==> src/rtl/button_pulse_gen.sv <==
// rtl/button_pulse_gen.sv - debounced push-button to single-cycle increment pulse generator
//
// Purpose:
//   Turns a raw, bouncing push-button level into clean single-cycle increment
//   pulses for a downstream event counter. The raw level is brought into the
//   clock domain by a two-flop synchroniser, both edges are debounced, one
//   pulse is issued per accepted press and, optionally, auto-repeat pulses
//   are issued while the button stays held. All outputs are registered.
//
// Parameters:
//   CNT_W            width of the debounce (cnt) and repeat (rpt) counters
//   DEBOUNCE_CYCLES  consecutive stable cycles needed to accept a level change (>=1)
//   REPEAT_DELAY     held cycles before the first auto-repeat pulse (>=2)
//   REPEAT_PERIOD    cycles between later auto-repeat pulses (>=2)
//
// Ports:
//   clk        in   system clock, rising edge
//   rst        in   synchronous reset, active low
//   btn_in     in   raw asynchronous button level, 1 = pressed
//   repeat_en  in   1 = auto-repeat while held
//   pulse      out  one-cycle-high increment strobe
//   btn_level  out  debounced button level

module button_pulse_gen #(
    parameter int CNT_W           = 16,
    parameter int DEBOUNCE_CYCLES = 4,
    parameter int REPEAT_DELAY    = 8,
    parameter int REPEAT_PERIOD   = 4
) (
    input  logic clk,
    input  logic rst,
    input  logic btn_in,
    input  logic repeat_en,
    output logic pulse,
    output logic btn_level
);

    typedef enum logic [2:0] {
        IDLE      = 3'd0,
        ARMING    = 3'd1,
        HELD      = 3'd2,
        REPEAT    = 3'd3,
        RELEASING = 3'd4
    } state_t;

    // Terminal counts. Counters are cleared when they hit these values or on
    // any state change, so they never wrap.
    localparam logic [CNT_W-1:0] DB_LAST  = CNT_W'(DEBOUNCE_CYCLES - 1);
    localparam logic [CNT_W-1:0] RD_LAST  = CNT_W'(REPEAT_DELAY - 1);
    localparam logic [CNT_W-1:0] RP_LAST  = CNT_W'(REPEAT_PERIOD - 1);
    localparam logic [CNT_W-1:0] CNT_ZERO = '0;
    localparam logic [CNT_W-1:0] CNT_ONE  = CNT_W'(1);

    state_t           state;
    logic             sync1;
    logic             btn_s;
    logic [CNT_W-1:0] cnt;
    logic [CNT_W-1:0] rpt;

    always_ff @(posedge clk) begin
        if (!rst) begin
            state     <= IDLE;
            sync1     <= 1'b0;
            btn_s     <= 1'b0;
            cnt       <= CNT_ZERO;
            rpt       <= CNT_ZERO;
            pulse     <= 1'b0;
            btn_level <= 1'b0;
        end else begin
            sync1 <= btn_in;
            btn_s <= sync1;

            // Strobe is only raised by the branches below, so it can never
            // stay high for two cycles in a row.
            pulse <= 1'b0;

            case (state)
                IDLE: begin
                    btn_level <= 1'b0;
                    if (btn_s) begin
                        state <= ARMING;
                        cnt   <= CNT_ZERO;
                    end
                end

                ARMING: begin
                    if (!btn_s) begin
                        // Too short to be a press: drop it silently.
                        state <= IDLE;
                    end else if (cnt == DB_LAST) begin
                        state     <= HELD;
                        rpt       <= CNT_ZERO;
                        pulse     <= 1'b1;
                        btn_level <= 1'b1;
                    end else begin
                        cnt <= cnt + CNT_ONE;
                    end
                end

                HELD: begin
                    if (!btn_s) begin
                        state <= RELEASING;
                        cnt   <= CNT_ZERO;
                    end else if (!repeat_en) begin
                        rpt <= CNT_ZERO;
                    end else if (rpt == RD_LAST) begin
                        state <= REPEAT;
                        rpt   <= CNT_ZERO;
                        pulse <= 1'b1;
                    end else begin
                        rpt <= rpt + CNT_ONE;
                    end
                end

                REPEAT: begin
                    if (!btn_s) begin
                        state <= RELEASING;
                        cnt   <= CNT_ZERO;
                    end else if (!repeat_en) begin
                        // Disabling repeat falls back to HELD so re-enabling
                        // restarts the full initial delay.
                        state <= HELD;
                        rpt   <= CNT_ZERO;
                    end else if (rpt == RP_LAST) begin
                        pulse <= 1'b1;
                        rpt   <= CNT_ZERO;
                    end else begin
                        rpt <= rpt + CNT_ONE;
                    end
                end

                RELEASING: begin
                    if (btn_s) begin
                        // Release bounce: still pressed, no new pulse, but the
                        // repeat delay starts over.
                        state <= HELD;
                        rpt   <= CNT_ZERO;
                    end else if (cnt == DB_LAST) begin
                        state     <= IDLE;
                        btn_level <= 1'b0;
                    end else begin
                        cnt <= cnt + CNT_ONE;
                    end
                end

                default: begin
                    state     <= IDLE;
                    cnt       <= CNT_ZERO;
                    rpt       <= CNT_ZERO;
                    btn_level <= 1'b0;
                end
            endcase
        end
    end

endmodule

==> config.mk <==
export PLATFORM = sky130hd
export DESIGN_NAME = button_pulse_gen
export DESIGN_NICKNAME = d
export VERILOG_FILES = /design/src/rtl/button_pulse_gen.sv
export SDC_FILE = /design/constraint.sdc
export NUM_CORES = 1
export LEC_CHECK = 0
export BUFFER_PORTS_ARGS = -buffer_cell sky130_fd_sc_hd__clkbuf_2
export CAP_MARGIN = 20
export CORE_MARGIN = 1
export CORE_UTILIZATION = 56
export CTS_BUF_LIST = sky130_fd_sc_hd__clkbuf_2 sky130_fd_sc_hd__clkbuf_4 sky130_fd_sc_hd__clkbuf_8
export DETAILED_ROUTE_END_ITERATION = 16
export PLACE_DENSITY_LB_ADDON = 0.3
export SLEW_MARGIN = 10
export SYNTH_ARGS = -nofsm -noshare
export SYNTH_HDL_FRONTEND = slang
export SYNTH_SLANG_ARGS = --single-unit
==> constraint.sdc <==
create_clock -name clk -period 3.2 [get_ports clk]
set_input_delay 0.16 -clock clk [delete_from_list [all_inputs] [get_ports clk]]
set_output_delay 0.16 -clock clk [all_outputs]
set_load 0.02 [all_outputs]
Word-level counts from Yosys, hierarchy flattened
Cells that the tools add are included.
{ "word_totals": {"output_inout_bits": 2, "input_bits": 4, "regBits": 39, "elab_cells": 78} }
{ "op_classes": {"muxes": 40, "n_reduce_logical": 6, "n_eq_ne": 21, "n_addsub": 2, "n_bitwise": 2} }
{ "op_table": {"columns": ["operator", "n"], "rows": [
  ["$mux 16", 13],
  ["$pmux 16 s5", 1],
  ["$pmux 16 s4", 1],
  ["$add 16x1->16 const B", 2],
  ["$eq 16x2->1 const B", 2],
  ["$mux 3", 10],
  ["$ne 2x2->1 const B", 9],
  ["$eq 16x3->1 const B", 1],
  ["$ne 3x3->1 const B", 5],
  ["$pmux 3 s5", 1],
  ["$mux 1", 12],
  ["$reduce_and 6->1", 2],
  ["$eq 3x2->1 const B", 2],
  ["$pmux 1 s3", 2],
  ["$reduce_and 5->1", 1],
  ["$reduce_and 4->1", 1],
  ["$eq 3x1->1 const B", 1],
  ["$eq 3x3->1 const B", 1],
  ["$logic_not 3->1", 1],
  ["$not 1->1", 2],
  ["$reduce_or 2->1", 1]
]} }

Logic depth before layout (Yosys ltp)
Gate-level depths: netlist of run 1.
{ "depth": {"depth_word": 5, "depth_mapped": 8, "mapped_depth_nobuf": 6} }

Worst setup path before layout of run 1
No wires, ideal clock.
{ "synth_path": {"path_type": "reg2reg", "startpoint": "register cnt[0]", "endpoint": "register rpt[2]", "path_buffers": 2, "setup_time_ns": 0.114, "stages_incl_launch_ff": 9, "period_less_slack_ns": 1.898, "t_arrival_ns": 1.783, "path_slack_ns": 1.302, "path_cell_list": "dfxtp_1 ha_1 nor4b_2 and4_1 buf_6 o21ai_0 o21ai_1 buf_4 nor2_1"} }
{ "synth_between": {"elab_chain_cells": 3} }
{ "synth_rtl": {"columns": ["element", "line", "text"], "rows": [
  ["from (decl)", "57", "logic [CNT_W-1:0] cnt;"],
  ["from (signal assigned)", "96", "cnt <= cnt + CNT_ONE;"],
  ["from (signal assigned)", "142", "cnt <= cnt + CNT_ONE;"],
  ["$eq 16x2->1", "90", "end else if (cnt == DB_LAST) begin"],
  ["$ne 2x2->1 (no line)", null, null],
  ["$reduce_and 6->1 (no line)", null, null],
  ["to (signal assigned)", "111", "rpt <= rpt + CNT_ONE;"],
  ["to (signal assigned)", "128", "rpt <= rpt + CNT_ONE;"],
  ["to (decl)", "58", "logic [CNT_W-1:0] rpt;"]
]} }
Every way passes these cells.
A chain may end at the register's enable or synchronous reset.

Worst setup path after layout of run 1
{ "layout_path": {"startpoint": "register cnt[0]", "endpoint": "register rpt[12]"} }
Same word-level chain as after synthesis.

==> metrics, run 1 <==
Worst-Skew Late Latency=0.29 ns; Yosys top cell area share=0.364; syn nets=256; Die ar.=4080 µm²; vias in the first global route=1633; Gate power share=0.031; Seq cells post-synth=39; placed instance area=2180 µm²; DR pass1 iterations=4; Final WS setup=0.880 ns; Relative slew margins=0.428; Leakage=0.721 nW; port bufs=5; Post-Layout Inst Area=2280 µm²; CTS resizes=0; Final ANT Viol Nets=0; RSZ-0062 raised after global routing=no; Initial Util=0.586; post-synthesis sequential area ratio=0.364; CP max-delay cell=dfxtp_1; max cap viols=0; Worst setup EP type=register; worst-path cell chain=ha_1, nor4b_2, and4_1, buf_4, o211ai_4, or4_1, a21oi_1; critical path class=reg2reg; Chip Width=63.9 µm; Via Count=1809; final WL=4330 µm; sum of negative setup slack=0 ns; CTS tree=built; Psw=0.000189 W; Fin Hold WS=0.0795 ns; largest net degree at the start of global routing=17; classification of the worst-slack hold path=in2reg; actual slew at the worst max-slew pin=0.854 ns; CTS Hold Bufs=0; Mapped Area=2150 µm²; Core Region=3660 µm²; WP data required=3.42 ns; most common flop cell mapped by yosys=dfxtp_1; Area Overhead vs Synth=6.36%; Slew Limit Fails=0; Cell Pwr Density=390 nW/µm²; cell taking the most area after synthesis=dfxtp_1; initial antenna violation count=0; clock tree buffer depth=2; most frequent cells in the layout=39 x dfxtp_1, 37 x nor2_1, 16 x nand2_1, 14 x xnor2_1, 12 x xor2_1; I/O Pins=6; most common library cell in the layout ignoring fill and taps=dfxtp_1; final net count=257; # rows=22; chip height=63.9 µm; Post-synth ARST share=0; yosys synthesis warning count=0; Worst-path clk slew=0.08 ns; Place WS=0.921 ns; Root Driver=clkbuf_8; final setup fails=0; post-route clock period utilization=0.725; Int Pwr=0.000700 W; Max FO, Critical Path=11; global-route wire length before repair=7340 µm; post-DP HPWL=2950 µm; Clock power frac=0.419; crit path buf inv count=1; overflow left after global routing=0; max incr delay on CP=0.41 ns; GPL Wtd Cong=0.816; post-CTS setup buffer count=0; Final Skew=0.00970 ns; Core Util, Final=0.623; critical path data arrival time=2.54 ns; outcome=finished, final reports clean; synth unique cells=52; clk sinks=39; min cycle time layout=2.32 ns; Sw Ratio=0.213; clock buffer count from CTS=5; worst-case vdd ir drop=268 µV; n_diodes=0; Routed WL per cell=14.4 µm; Layout fillers=315; Sequential Power Share=0.550; top cells by area, synth=dfxtp_1 36%, nor2_1 6.5%, xnor2_1 5.7%; # DRC=0; Avg Synthesized Cell Area=8.58 µm²; CP top delay family=simple AND/OR/NAND/NOR gates; H-Tree Depth=2; CP startpoint kind=register; Post-Synthesis Cells=250; Post-synth EDFFs=0; Fin. Hold Viols=0; drt via density=6.03; share of layout cells above drive strength 1=0.115; drt initial violations=200; GRT Util Overall=0.229; max frequency=0.431 GHz
power by group through the flow:
stage / clock, W / sequential [W] / combinational (W)
floorplan: 0 / 0.000498 / 0.0000233
global placement: 0 / 0.000501 / 0.0000273
detailed placement: 0 / 0.000501 / 0.0000279
CTS: 0.000377 / 0.000489 / 0.0000279
global route: 0.000403 / 0.000490 / 0.0000311
finish: 0.000372 / 0.000489 / 0.0000277
cell families (layout without fill, tap and decap cells):
| kind of cell | Yosys count | count (layout) | synth area share |
|---|---|---|---|
| XOR/XNOR | 26 | 26 | 0.106 |
| adder cells (fa/ha/maj) | 2 | 2 | 0.0117 |
| buffers and inverters | 19 | 21 | 0.0437 |
| flip-flops | 39 | 39 | 0.364 |
| AO/OA/AOI/OAI | 52 | 52 | 0.194 |
| AND/OR/NAND/NOR | 112 | 112 | 0.281 |
final timing paths:
check	from	endpoint	slack (ns)	depth (start not counted)
min reg2reg	sync1$_SDFF_PN0_	btn_s$_SDFF_PN0_	0.45	1
max reg2reg	cnt[0]$_SDFFE_PN0P_	rpt[12]$_SDFFE_PN0P_	0.88	7
min	btn_in	sync1$_SDFF_PN0_	0.08	2
max	cnt[0]$_SDFFE_PN0P_	rpt[12]$_SDFFE_PN0P_	0.88	7
cell usage after synthesis, types with 6 or more instances:
library cell,count
nand2_1,16
nand4_1,7
and3_1,6
a21oi_1,6
buf_2,9
nand3_1,10
o21ai_0,9
nor2_1,37
a211oi_1,7
xnor2_1,14
xor2_1,12
dfxtp_1,39
worst reg2reg max path, stage by stage, from the launching register on:
cell and delay, ns:
dfxtp_1 0.41, ha_1 0.26, nor4b_2 0.28, and4_1 0.41
buf_4 0.24, o211ai_4 0.10, or4_1 0.41, a21oi_1 0.15
registers in the layout (all words and copies together) (netlist names):
name / count
btn_level: 1
btn_s: 1
pulse: 1
sync1: 1
state: 3
rpt: 16
cnt: 16
per-layer routing:
layer  global-route usage  part of all wire  vias up
met5                    0                 0        -
met2                0.363              0.45       40
met1                0.302              0.49      846
met4               0.0994             0.023        0
met3               0.0411             0.034       11
li1                     -                 -      912
layout make-up:
| class | count | area, µm² | share of cell area |
|---|---|---|---|
| multi-input combinational | 192 | 1270 | 0.557 |
| sequential | 39 | 781 | 0.342 |
| clock buffer | 8 | 104 | 0.0455 |
| tap | 48 | 60.1 | 0.0263 |
| timing repair buffer | 8 | 47.5 | 0.0208 |
| inverter | 5 | 18.8 | 0.00822 |
per-stage QoR:
stage	power, W	instances
after global routing	0.000924	300
after CTS	0.000894	300
final	0.000890	300
after global placement	0.000528	292
after detailed placement	0.000529	292
after floorplan	0.000522	250
Note: power is estimated with default switching activity, not from simulation.
==> run 2: changes to the inputs <==
==> constraint.sdc (replaced) <==
create_clock -name clk -period 2.03 [get_ports clk]
set_input_delay 0.1015 -clock clk [delete_from_list [all_inputs] [get_ports clk]]
set_output_delay 0.1015 -clock clk [all_outputs]
set_load 0.02 [all_outputs]
==> run 2 against run 1 <==
Die area stayed put. Register-to-register slack got worse by 0.75 ns. Worst setup slack got worse by 0.75 ns. Cell area grew 7.0%. Clock skew increased by 0.0017 ns.
==> metrics, run 2 (synthesis gave the netlist of run 1 again) <==
actual slew at the worst max-slew pin=0.498 ns (-0.357 ns); Gate power share=0.037 (+0.006); CTS tree=built; largest net degree at the start of global routing=17 (unchanged); Die ar.=4080 µm² (unchanged); WP data required=2.26 ns (-1.16 ns); n_diodes=0 (unchanged); sum of negative setup slack=0 ns (unchanged); Final ANT Viol Nets=0 (unchanged); Max FO, Critical Path=6 (-5); Sequential Power Share=0.569 (+0.019); Layout fillers=304 (-3.5%); placed instance area=2340 µm² (+7.2%); Sw Ratio=0.223 (+0.0101); most frequent cells in the layout=39 x dfxtp_1, 37 x nor2_1, 24 x buf_4, 16 x nand2_1, 14 x xnor2_1; crit path buf inv count=1 (unchanged); Largest regs=cnt: 16 flops, rpt: 16 flops, state: 3 flops; post-DP HPWL=3250 µm (+10%); overflow left after global routing=0 (unchanged); worst-path cell chain=ha_1, nor4b_4, and4_4, buf_4, o211ai_4, or4_1, a21oi_1; clk sinks=39 (unchanged); Post-Layout Inst Area=2440 µm² (+7.0%); vias in the first global route=1812 (+11%); drt initial violations=198 (-1.0%); initial antenna violation count=0 (unchanged); multi-input logic area=1290 µm² (+1.3%); Fin. Hold Viols=0 (unchanged); final net count=278 (+8.2%); Chip Width=63.9 µm (unchanged); Final Skew=0.0114 ns (+0.00169 ns); final WL=4580 µm (+5.7%); Worst-path clk slew=0.08 ns (about the same); clock tree buffer depth=2 (unchanged); FF/Latch Area=781 µm² (unchanged); Cell Pwr Density=555 nW/µm² (+42%); Core Region=3660 µm² (unchanged); Leakage=0.826 nW (+15%); min cycle time layout=1.90 ns (-0.423 ns); DR pass1 iterations=4 (unchanged); Initial Util=0.586 (unchanged); Routed WL per cell=14.3 µm (-1.3%); critical path class=reg2reg; classification of the worst-slack hold path=in2reg; Clock power frac=0.394 (-0.025); most common library cell in the layout ignoring fill and taps=dfxtp_1; Via Count=1900 (+5.0%); Psw=0.000302 W (+59%); drt via density=5.92 (-1.8%); max incr delay on CP=0.40 ns (about the same); # rows=22 (unchanged); CP startpoint kind=register; clock buffer count from CTS=5 (unchanged); I/O Pins=6 (unchanged); max frequency=0.527 GHz (+22%); Fin Hold WS=0.0203 ns (-0.0593 ns); Area Overhead vs Synth=13.8%; H-Tree Depth=2 (unchanged); post-CTS setup buffer count=0 (unchanged); global-route wire length before repair=8270 µm (+13%); Design Power=0.00135 W (+52%); Relative slew margins=0.668 (+0.240); critical path data arrival time=2.13 ns (-0.41 ns); Slew Limit Fails=0 (unchanged); # DRC=0 (unchanged); final std cells w/o fill=321 (+7.0%); GRT Util Overall=0.256 (+0.0272); chip height=63.9 µm (unchanged); port bufs=5 (unchanged); RSZ-0062 raised after global routing=no; Int Pwr=0.00105 W (+50%); CP top delay family=simple AND/OR/NAND/NOR gates; max cap viols=0 (unchanged); Placed Cells=313 (+7.2%); Root Driver=clkbuf_8; post-route clock period utilization=0.935 (+0.210); final setup fails=0 (unchanged); share of layout cells above drive strength 1=0.190 (+0.0754); Worst-Skew Late Latency=0.30 ns (about the same); worst-case vdd ir drop=356 µV (+33%); outcome=finished, final reports clean; CP max-delay cell=or4_1; Worst setup EP type=register; GPL Wtd Cong=0.882 (+8.1%)
-- run 2: area by class of cell --
class / count / area share
Clock buffer: 7 / 0.0343
Clock inverter: 1 / 0.00205
Inverter: 5 / 0.00769
Multi-Input combinational cell: 192 / 0.527
Sequential cell: 39 / 0.320
Tap cell: 48 / 0.0246
Timing Repair Buffer: 29 / 0.0841
-- run 2: repair_timing --
item / in CTS / in global routing
hold buffers: 0 / 0
resized for setup: 0 / 4
setup endpoints to repair: 0 / 17
-- run 2: worst paths after layout --
check / from / end / slack [ns] / depth (start not counted)
setup / recovery: cnt[0]$_SDFFE_PN0P_ / rpt[12]$_SDFFE_PN0P_ / 0.13 / 7
setup reg to reg: cnt[0]$_SDFFE_PN0P_ / rpt[12]$_SDFFE_PN0P_ / 0.13 / 7
hold / removal: btn_in / sync1$_SDFF_PN0_ / 0.02 / 2
hold reg to reg: sync1$_SDFF_PN0_ / btn_s$_SDFF_PN0_ / 0.44 / 1
-- run 2: power by group through the flow --
stage / clock (W) / combinational, W / sequential (W)
global route: 0.000584 / 0.0000563 / 0.000771
CTS: 0.000547 / 0.0000499 / 0.000771
finish: 0.000533 / 0.0000500 / 0.000771
floorplan: 0 / 0.0000368 / 0.000786
detailed placement: 0 / 0.0000497 / 0.000789
global placement: 0 / 0.0000490 / 0.000789
-- run 2: layer usage --
layer	vias up	GRT usage	wire length [µm]
met5	-	0	0
met4	0	0.0909	68
met3	9	0.0554	203
met2	51	0.391	2030
met1	887	0.353	2280
li1	953	-	-
-- run 2: through the flow --
step	utilization	setup WS [ns]
after floorplan	-	0.132
after global placement	0.638	0.144
after detailed placement	0.638	0.0706
after CTS	0.662	0.0536
after global routing	0.667	0.00556
final	0.667	0.133
